File: config.mk
export PLATFORM = sky130hd
export DESIGN_NAME = irq_wb
export DESIGN_NICKNAME = d
export VERILOG_FILES = /design/src/rtl/irq_pkg.sv /design/src/rtl/irq_prio_enc.sv /design/src/rtl/irq_wb.sv
export SDC_FILE = /design/constraint.sdc
export NUM_CORES = 1
export LEC_CHECK = 0
export ABC_AREA = 1
export BUFFER_PORTS_ARGS = -buffer_cell sky130_fd_sc_hd__buf_2
export CORE_ASPECT_RATIO = 1.4
export CORE_MARGIN = 8
export CORE_UTILIZATION = 52
export CTS_BUF_LIST = sky130_fd_sc_hd__clkbuf_8
export DETAILED_ROUTE_END_ITERATION = 8
export GPL_TIMING_DRIVEN = 0
export PLACE_DENSITY = 0.88
export SYNTH_ARGS = -nofsm -noshare
export SYNTH_HDL_FRONTEND = slang
export SYNTH_SLANG_ARGS = --single-unit
File: constraint.sdc
create_clock -name clk -period 1.4 [get_ports clk]
set_input_delay 0.21 -clock clk [delete_from_list [all_inputs] [get_ports clk]]
set_output_delay 0.21 -clock clk [all_outputs]
set_load 0.02 [all_outputs]
File: src/rtl/irq_pkg.sv
// Shared definitions for the Wishbone interrupt controller: register map,
// source limits and the STATUS word layout.
package irq_pkg;

  localparam int unsigned IRQ_MAX_SRC = 32;
  localparam int unsigned IRQ_DATA_W  = 32;
  localparam int unsigned IRQ_ADDR_W  = 2;
  localparam int unsigned IRQ_IDX_W   = 5;

  localparam logic [IRQ_ADDR_W-1:0] IRQ_ADDR_PENDING = 2'b00;
  localparam logic [IRQ_ADDR_W-1:0] IRQ_ADDR_ENABLE  = 2'b01;
  localparam logic [IRQ_ADDR_W-1:0] IRQ_ADDR_MODE    = 2'b10;
  localparam logic [IRQ_ADDR_W-1:0] IRQ_ADDR_STATUS  = 2'b11;

  localparam int unsigned IRQ_STATUS_VALID_BIT = 31;
  localparam int unsigned IRQ_STATUS_IDX_LSB   = 0;

  // STATUS read word: {valid, reserved, index}
  typedef struct packed {
    logic                 valid;
    logic [25:0]          rsvd;
    logic [IRQ_IDX_W-1:0] index;
  } irq_status_t;

endpackage

File: src/rtl/irq_prio_enc.sv
// Lowest-set-bit priority encoder; bit 0 is the highest priority.
module irq_prio_enc
  import irq_pkg::*;
#(
  parameter int unsigned N = 8
) (
  input  logic [N-1:0]         req,
  output logic                 valid_c,
  output logic [IRQ_IDX_W-1:0] index_c
);

  // Scan downwards so the lowest set bit is the last one written.
  always_comb begin
    valid_c = 1'b0;
    index_c = '0;
    for (int i = int'(N) - 1; i >= 0; i--) begin
      if (req[i]) begin
        valid_c = 1'b1;
        index_c = IRQ_IDX_W'(i);
      end
    end
  end

endmodule

File: src/rtl/irq_wb.sv
// Wishbone interrupt controller: edge/level sources, W1C pending, enable mask,
// priority STATUS. Define IRQ_WB_SYNC_EN to add a 2-flop input synchroniser.
module irq_wb
  import irq_pkg::*;
#(
  parameter int unsigned N_SRC    = 8,
  parameter logic [31:0] RST_MODE = 32'hFFFF_FFFF
) (
  input  logic                  clk,
  input  logic                  rst_n,
  input  logic [IRQ_ADDR_W-1:0] wb_addr,
  output logic [IRQ_DATA_W-1:0] wb_rdata,
  input  logic [IRQ_DATA_W-1:0] wb_wdata,
  input  logic                  wb_we,
  input  logic                  wb_cyc,
  output logic                  wb_ack,
  input  logic [N_SRC-1:0]      irq_src,
  output logic                  irq
);

  localparam logic [N_SRC-1:0] MODE_RST = RST_MODE[N_SRC-1:0];

  logic [N_SRC-1:0]      src_s;
  logic [N_SRC-1:0]      prev_q;
  logic [N_SRC-1:0]      pend_q;
  logic [N_SRC-1:0]      en_q;
  logic [N_SRC-1:0]      mode_q;
  logic [N_SRC-1:0]      mode_nxt_c;
  logic [N_SRC-1:0]      w1c_c;
  logic [N_SRC-1:0]      rise_c;
  logic [N_SRC-1:0]      pend_c;
  logic [N_SRC-1:0]      act_c;
  logic                  acc_c;
  logic                  wr_stb_q;
  logic [IRQ_ADDR_W-1:0] wr_addr_q;
  logic [N_SRC-1:0]      wr_data_q;
  logic [IRQ_DATA_W-1:0] rd_mux_c;
  logic                  act_valid_c;
  logic [IRQ_IDX_W-1:0]  act_idx_c;
  irq_status_t           status_c;
  logic                  unused_wdata;

  // Only the low N_SRC write-data bits are meaningful.
  assign unused_wdata = ^wb_wdata;

`ifdef IRQ_WB_SYNC_EN
  logic [N_SRC-1:0] sync1_q;
  logic [N_SRC-1:0] sync2_q;

  always_ff @(posedge clk or negedge rst_n) begin
    if (!rst_n) begin
      sync1_q <= '0;
      sync2_q <= '0;
    end else begin
      sync1_q <= irq_src;
      sync2_q <= sync1_q;
    end
  end

  assign src_s = sync2_q;
`else
  assign src_s = irq_src;
`endif

  // Bus handshake: one ack per access, a new access every second clock.
  assign acc_c = wb_cyc & ~wb_ack;

  assign status_c = '{valid: act_valid_c, rsvd: '0, index: act_idx_c};

  always_comb begin
    rd_mux_c = '0;
    case (wb_addr)
      IRQ_ADDR_PENDING: rd_mux_c = IRQ_DATA_W'(pend_c);
      IRQ_ADDR_ENABLE:  rd_mux_c = IRQ_DATA_W'(en_q);
      IRQ_ADDR_MODE:    rd_mux_c = IRQ_DATA_W'(mode_q);
      IRQ_ADDR_STATUS:  rd_mux_c = status_c;
      default:          rd_mux_c = '0;
    endcase
  end

  always_ff @(posedge clk or negedge rst_n) begin
    if (!rst_n) begin
      wb_ack    <= 1'b0;
      wb_rdata  <= '0;
      wr_stb_q  <= 1'b0;
      wr_addr_q <= '0;
      wr_data_q <= '0;
    end else begin
      wb_ack   <= acc_c;
      wb_rdata <= acc_c ? rd_mux_c : '0;
      wr_stb_q <= acc_c & wb_we;
      if (acc_c) begin
        wr_addr_q <= wb_addr;
        wr_data_q <= wb_wdata[N_SRC-1:0];
      end
    end
  end

  // Registered write strobe lands one clock after the ack.
  assign mode_nxt_c = (wr_stb_q && wr_addr_q == IRQ_ADDR_MODE) ? wr_data_q : mode_q;
  assign w1c_c      = (wr_stb_q && wr_addr_q == IRQ_ADDR_PENDING) ? wr_data_q : '0;
  assign rise_c     = src_s & ~prev_q;

  assign pend_c = (mode_q & pend_q) | (~mode_q & src_s);
  assign act_c  = pend_c & en_q;

  // Set beats clear; masking with the next MODE drops bits turning level.
  always_ff @(posedge clk or negedge rst_n) begin
    if (!rst_n) begin
      prev_q <= '0;
      pend_q <= '0;
      en_q   <= '0;
      mode_q <= MODE_RST;
      irq    <= 1'b0;
    end else begin
      prev_q <= src_s;
      pend_q <= ((pend_q & ~w1c_c) | rise_c) & mode_nxt_c;
      mode_q <= mode_nxt_c;
      if (wr_stb_q && wr_addr_q == IRQ_ADDR_ENABLE) begin
        en_q <= wr_data_q;
      end
      irq <= |act_c;
    end
  end

  irq_prio_enc #(
    .N (N_SRC)
  ) u_prio_enc (
    .req     (act_c),
    .valid_c (act_valid_c),
    .index_c (act_idx_c)
  );

endmodule

==> results of run 1 <==
-- stage by stage --
step	cells	setup TNS (ps)	utilization, %
3_5_place_dp	406	-17.72	59.58
5_1_grt	415	-140.6	62.14
6_report	415	0	62.14
4_1_cts	413	0	61.30
2_1_floorplan	310	0	-
3_3_place_gp	406	0	59.58
-- cells by family (layout without fill, tap and decap cells) --
logic type,Yosys count,after routing,synth area share [%]
compound gates,63,63,13.99
buf+inv,75,116,15.15
flops,54,54,54.56
other cells,1,23,0.1503
simple gates,95,95,16.15
-- timing repair --
action / in CTS / in global routing
hold buffers: 0 / 0
hold endpoints to repair: 0 / 0
resized for setup: 1 / 18
buffers inserted: 0 / 2
endpoints found under the setup margin: 4 / 16
pin swaps: 0 / 5
-- power by group through the flow --
| stage | registers, W | logic [W] | clock network [W] |
|---|---|---|---|
| after detailed placement | 0.00222 | 0.00116 | 0 |
| after CTS | 0.00220 | 0.00117 | 0.000808 |
| after global placement | 0.00220 | 0.00112 | 0 |
| after global routing | 0.00226 | 0.00142 | 0.000863 |
| after floorplan | 0.00224 | 0.000827 | 0 |
| final | 0.00221 | 0.00124 | 0.000794 |
-- metal layers --
metal | global-route usage [%] | share of wire, % | vias to the layer above
met5 | 0 | 0 | -
met4 | 7.121 | 1.5 | 0
met3 | 3.179 | 5.9 | 5
met2 | 26.33 | 52 | 55
met1 | 15.61 | 40 | 905
li1 | - | - | 981
-- Yosys cell counts --
| library cell | instances |
|---|---|
| sky130_fd_sc_hd__a41oi_2 | 1 |
| sky130_fd_sc_hd__a221oi_1 | 4 |
| sky130_fd_sc_hd__buf_2 | 2 |
| sky130_fd_sc_hd__nand2_1 | 63 |
| sky130_fd_sc_hd__a21oi_1 | 10 |
| sky130_fd_sc_hd__dfstp_2 | 8 |
| sky130_fd_sc_hd__nand3_1 | 7 |
| sky130_fd_sc_hd__nor2_1 | 9 |
| sky130_fd_sc_hd__buf_6 | 1 |
| sky130_fd_sc_hd__dfrtp_1 | 46 |
| sky130_fd_sc_hd__inv_1 | 47 |
| sky130_fd_sc_hd__nor2_2 | 4 |
| sky130_fd_sc_hd__clkbuf_1 | 1 |
| sky130_fd_sc_hd__conb_1 | 1 |
| sky130_fd_sc_hd__o21ai_1 | 1 |
| sky130_fd_sc_hd__a21oi_2 | 1 |
| sky130_fd_sc_hd__a31oi_1 | 3 |
| sky130_fd_sc_hd__nand2_2 | 2 |
| sky130_fd_sc_hd__nor3_1 | 2 |
| sky130_fd_sc_hd__o21ai_0 | 43 |
| sky130_fd_sc_hd__or2_2 | 8 |
| sky130_fd_sc_hd__inv_2 | 1 |
| sky130_fd_sc_hd__buf_4 | 23 |
-- area by class of cell --
class / instances / area, um2
Inverter: 48 / 180.2
Timing Repair Buffer: 34 / 175.2
Clock inverter: 2 / 7.507
Sequential cell: 54 / 1361
Buffer: 27 / 198.9
Tap cell: 64 / 80.08
Multi-Input combinational cell: 181 / 867.1
Clock buffer: 5 / 68.82
Fill cell: 436 / 1790
-- registers in the layout, summed over array words and instances (netlist names), 2 cells and up --
register,count
en_q,8
wr_addr_q,2
wr_data_q,8
wb_rdata,9
prev_q,8
pend_q,8
mode_q,8
-- final timing paths --
path	from	end	slack, ps
min in group asynchronous	rst_n	prev_q[6]	120
setup / recovery	mode_q[5]	wb_rdata[1]	70
max in group asynchronous	rst_n	prev_q[0]	570
setup reg to reg	mode_q[5]	wb_rdata[1]	70
hold reg to reg	prev_q[2]	pend_q[2]	510
hold / removal	irq_src[6]	prev_q[6]	20
-- layout by cell type, fill, tap and decap left out, drive strengths merged --
cell    synthesis  layout
nor2           13      13
clkbuf          1       6
nand3           7       7
a21oi          11      11
inv            48      50
a41oi           1       1
nand2          65      65
or2             8       8
nor3            2       2
a31oi           3       3
conb            1      23
dfstp           8       8
dfrtp          46      46
buf            26      60
a221oi          4       4
o21ai          44      44
==> summary.txt, run 1 <==
Setup path
  • Worst-path fanout max: 4
  • Logic depth of the worst path, buffers included: 7
  • Critical Path End Type: flip-flop
  • Data arrival time of the critical path: 1530 ps
  • Cell family with most CP delay: flip-flops
  • CP bufs+invs: 0
  • Required @ worst endpoint: 1590 ps
  • Startpoint types: flip-flop
  • Worst r2r path cells: 7
  • Maximum cell stage delay along the critical path: 570 ps
  • Library cell appearing most often on the critical path: sky130_fd_sc_hd__nand2_1
  • Series of cell instances along the critical path: nand2_1 > o21ai_2 > nand2_1 > nand2_1 > nor2_1 > o21ai_0 > a21oi_1
  • Worst setup path category: reg -> reg
  • Cell with the largest stage delay on the worst path: sky130_fd_sc_hd__dfstp_2

Yosys
  • Synthesized area per cell: 8.663 um2
  • #FFs+latches synth: 54
  • Post-synth top area cell: sky130_fd_sc_hd__dfrtp_1
  • Synthesized area: 2495 um2
  • Synth Instances: 288
  • Synth area leaders: sky130_fd_sc_hd__dfrtp_1, sky130_fd_sc_hd__nand2_1, sky130_fd_sc_hd__o21ai_0
  • Distinct cell type count after synthesis: 23
  • Post-synth top area share: 46.14%
  • Synthesis warning total: 0
  • Sequential cell area fraction in the yosys report: a little over half

Global route
  • Via count of the first global-routing pass: 1952
  • Number of antenna violations at the first check in global routing: 0
  • Total congestion overflow after global routing: 0
  • Global-route wire length before repair: 8411 um
  • Gr usage total: between 10% and 20%
  • Pin count of the biggest net entering global routing: 55

Cells and area
  • Layout-stage area growth over the synthesis result: 17.80%
  • Fraction of final layout cells sized beyond drive strength 1: 27.92%
  • Total inserted antenna cells: 0
  • Finished Cell Area: 2939 um2
  • Layout net count: 397

Floorplanning
  • Die Y: just under 100 um
  • Boundary Pins: 80
  • Die W: 74.54 um
  • Core footprint: 4730 um2
  • Number of rows created at floorplan: 30
  • Die area: approximately 7300 um2
  • Initial standard-cell utilization of the core: 52.75%

Clocking
  • Clock insertion delay at the later pin of the skew report: 300 ps
  • Root Driver: sky130_fd_sc_hd__clkbuf_8
  • TritonCTS clock tree: built
  • Reg clk slew, reported paths: 90 ps
  • TritonCTS buffer count: 5
  • Buffer depth of the longest clock path: 2
  • Number of H-tree branching levels: 2
  • Clock sinks: 54

Power
  • Pint: 0.002778 W
  • Net load switching power: 0.001471 W
  • Share of power burned in the clock network: 18.7%
  • Switch share: between 30% and 40%
  • Pwr/cell area: 1446 nW/um2
  • Static leakage: between 1.5 and 2 nW
  • Worst supply voltage drop on vdd: 0.9283 mV
  • Sequential fraction of design power: around 52%
  • Part of the power in combinational logic: 29.2%
  • Total Power: 0.004249 W

Timing
  • Count of final max-slew check failures: 0
  • Final worst-path setup slack: between 60 and 70 ps
  • Worst Max-Slew Pin Slew: 1149 ps
  • Setup repair after global routing missed its margin: yes
  • Final count of hold timing violations: 0
  • Final setup skew: 5.306 ps
  • WHS: 19.87 ps
  • Final number of setup-violating endpoints: 0
  • Period utilization: 95.33%
  • Maximum clock frequency: ~750 MHz
  • Worst rel slew slack: 23.42%
  • Final critical path time including I/O delays and setup: 1335 ps

Placed design
  • Total of buffers placed on input and output ports: 32
  • Post-Place Worst Slack: -12.44 ps
  • Half-perimeter wire length of the detailed placement result: 3851 um
  • Routability Congestion: between 0.8 and 0.9
  • Placement-stage cell area: 2818 um2

Route
  • First-iteration detailed-routing DRC count: 140
  • Post-detailed-route count of antenna-violating nets: 0
  • Via count: 1946
  • Detailed-route wire length per cell: around 13 um
  • Via density: roughly 4.7
  • Final wirelength: 5238 um
  • DRC: 0
  • Number of optimization iterations in the first detailed-route pass: 4

Hold path
  • Instance count along the most critical hold path: 1
  • Hold WC Path Type: in -> reg

Run
  • Number of max-capacitance violations reported: 0

Outcome
  • Outcome: completed
Note: power is estimated with default switching activity, not from simulation.
==> run 2: changes to the inputs <==
==> constraint.sdc (replaced) <==
create_clock -name clk -period 1.4 [get_ports clk]
set_input_delay 0.14 -clock clk [delete_from_list [all_inputs] [get_ports clk]]
set_output_delay 0.14 -clock clk [all_outputs]
set_load 0.02 [all_outputs]
==> summary.txt, run 2 (synthesized netlist as in run 1, its figures left out) <==
Outcome
  • Outcome: completed

Floorplanning
  • Core footprint: between 4000 and 5000 um2
  • Die W: 74.54 um
  • Number of rows created at floorplan: 30
  • Initial standard-cell utilization of the core: 52.75%
  • Die Y: 97.96 um
  • Boundary Pins: 80
  • Die area: 7302 um2

Global route
  • Total congestion overflow after global routing: 0
  • Via count of the first global-routing pass: slightly below 2000
  • Global-route wire length before repair: about 8600 um
  • Pin count of the biggest net entering global routing: 55
  • Number of antenna violations at the first check in global routing: 0
  • Gr usage total: between 15 and 20%

Setup path
  • Critical Path End Type: flip-flop
  • Worst r2r path cells: 7
  • Reg2Reg Capture Point: wb_rdata[2]
  • Setup slack of the most critical reg-to-reg path: 60 ps
  • Endpoint of the worst setup timing path: wb_rdata[2]
  • Worst R2R Start: mode_q[0]
  • Worst-path fanout max: 4
  • Required @ worst endpoint: 1570 ps
  • Worst setup path category: reg -> reg
  • Startpoint types: flip-flop
  • Data arrival time of the critical path: 1510 ps
  • CP Launch Point: mode_q[0]

Route
  • Post-detailed-route count of antenna-violating nets: 0
  • Detailed-route wire length per cell: 12.61 um
  • Via density: 4.735
  • Final wirelength: 5320 um
  • Number of optimization iterations in the first detailed-route pass: 5
  • DRC: 0
  • First-iteration detailed-routing DRC count: 130
  • Via count: 1998

Clocking
  • Buffer depth of the longest clock path: 2
  • TritonCTS clock tree: built
  • TritonCTS buffer count: 5
  • Root Driver: sky130_fd_sc_hd__clkbuf_8
  • Clock insertion delay at the later pin of the skew report: 300 ps
  • Reg clk slew, reported paths: 80 ps
  • Number of H-tree branching levels: 2
  • Clock sinks: 54

Run
  • Number of max-capacitance violations reported: 0

Placed design
  • Placement-stage cell area: about 2800 um2
  • Half-perimeter wire length of the detailed placement result: 3851 um
  • Routability Congestion: 0.8244
  • Total of buffers placed on input and output ports: 32

Power
  • Share of power burned in the clock network: a little under a fifth
  • Net load switching power: 0.001473 W
  • Pint: 0.002785 W
  • Sequential fraction of design power: a little over half
  • Part of the power in combinational logic: 29.4%
  • Worst supply voltage drop on vdd: 0.9340 mV
  • Total Power: 0.004258 W
  • Switch share: roughly a third
  • Static leakage: between 1.5 and 2 nW
  • Pwr/cell area: 1415 nW/um2

Hold path
  • Worst hold path startpoint: wb_we
  • Hold WC Path Type: in -> reg

Timing
  • Period utilization: 95.38%
  • Count of final max-slew check failures: 0
  • Final number of setup-violating endpoints: 0
  • Worst rel slew slack: 23.74%
  • WHS: 34.14 ps
  • Final setup skew: 4.348 ps
  • Maximum clock frequency: ~750 MHz
  • Setup repair after global routing missed its margin: yes
  • Final count of hold timing violations: 0
  • Worst Max-Slew Pin Slew: 1144 ps
  • Final critical path time including I/O delays and setup: 1335 ps
  • Total negative setup slack: 0 ps

Cells and area
  • Largest register FFs: 9
  • Fraction of final layout cells sized beyond drive strength 1: 26.82%
  • Finished Cell Area: 3009 um2
  • Largest register by flop count: wb_rdata
  • Most common cell after layout, fill and taps aside: sky130_fd_sc_hd__nand2_1
  • Total inserted antenna cells: 0
  • Post-layout util: between 60% and 70%
  • Layout net count: 404
  • Layout-stage area growth over the synthesis result: 20.61%
  • Most frequent cells in the layout: sky130_fd_sc_hd__nand2_1, sky130_fd_sc_hd__inv_1, sky130_fd_sc_hd__dfrtp_1, sky130_fd_sc_hd__buf_2, sky130_fd_sc_hd__o21ai_0
-- run 2: cell types whose count changed in the layout (fill, tap and decap cells not counted), sizes merged --
cell / previous run / this run
dlygate4sd3: 0 / 8
buf: 60 / 59
-- run 2: how the worst min path moves through the flow --
stage / end / cells after the start
3_5_place_dp: prev_q[2] / 1
4_1_cts: wr_stb_q / 3
6_report: wr_stb_q / 3
2_1_floorplan: en_q[0] / 0
3_3_place_gp: prev_q[5] / 1
5_1_grt: wr_data_q[5] / 3
-- run 2: critical path, stage by stage, from the launching register on --
cell,delay [ps]
sky130_fd_sc_hd__dfstp_2,570
sky130_fd_sc_hd__nand2_1,50
sky130_fd_sc_hd__o21ai_1,150
sky130_fd_sc_hd__nand2_1,80
sky130_fd_sc_hd__nand2_1,120
sky130_fd_sc_hd__nor2_1,50
sky130_fd_sc_hd__nand3_1,100
sky130_fd_sc_hd__a41oi_2,100
-- run 2: stage by stage --
step	cells	worst slack (ps)
global route	422	-62.56
CTS	421	3.980
finish	422	64.68
detailed placement	406	-12.44
global placement	406	25.93
floorplan	310	188.4
-- run 2: what timing repair did --
item	CTS	global route
resized for setup	1	18
endpoints found under the hold margin	8	0
buffers inserted	0	1
pin swaps	0	1
hold buffers	8	0
endpoints found under the setup margin	4	16
-- run 2: cell type report --
cell class	instances	area, um2
Timing Repair Buffer	41	247.7
Tap cell	64	80.08
Multi-Input combinational cell	181	864.6
Clock inverter	2	7.507
Clock buffer	5	68.82
Sequential cell	54	1361
Fill cell	431	1720
Inverter	48	180.2
Buffer	27	198.9
-- run 2: metal layers --
metal	track usage, %	share of wire, %	vias to the layer above
met4	7.121	2.2	0
met5	0	0	-
li1	-	-	998
met2	26.87	51	62
met1	15.73	40	927
met3	3.385	6.8	11
-- run 2: power by group through the flow --
stage | registers [W] | clock network [W] | logic [W]
after global routing | 0.00226 | 0.000863 | 0.00143
after global placement | 0.00220 | 0 | 0.00112
after detailed placement | 0.00222 | 0 | 0.00116
after floorplan | 0.00224 | 0 | 0.000827
after CTS | 0.00220 | 0.000808 | 0.00119
final | 0.00221 | 0.000792 | 0.00125
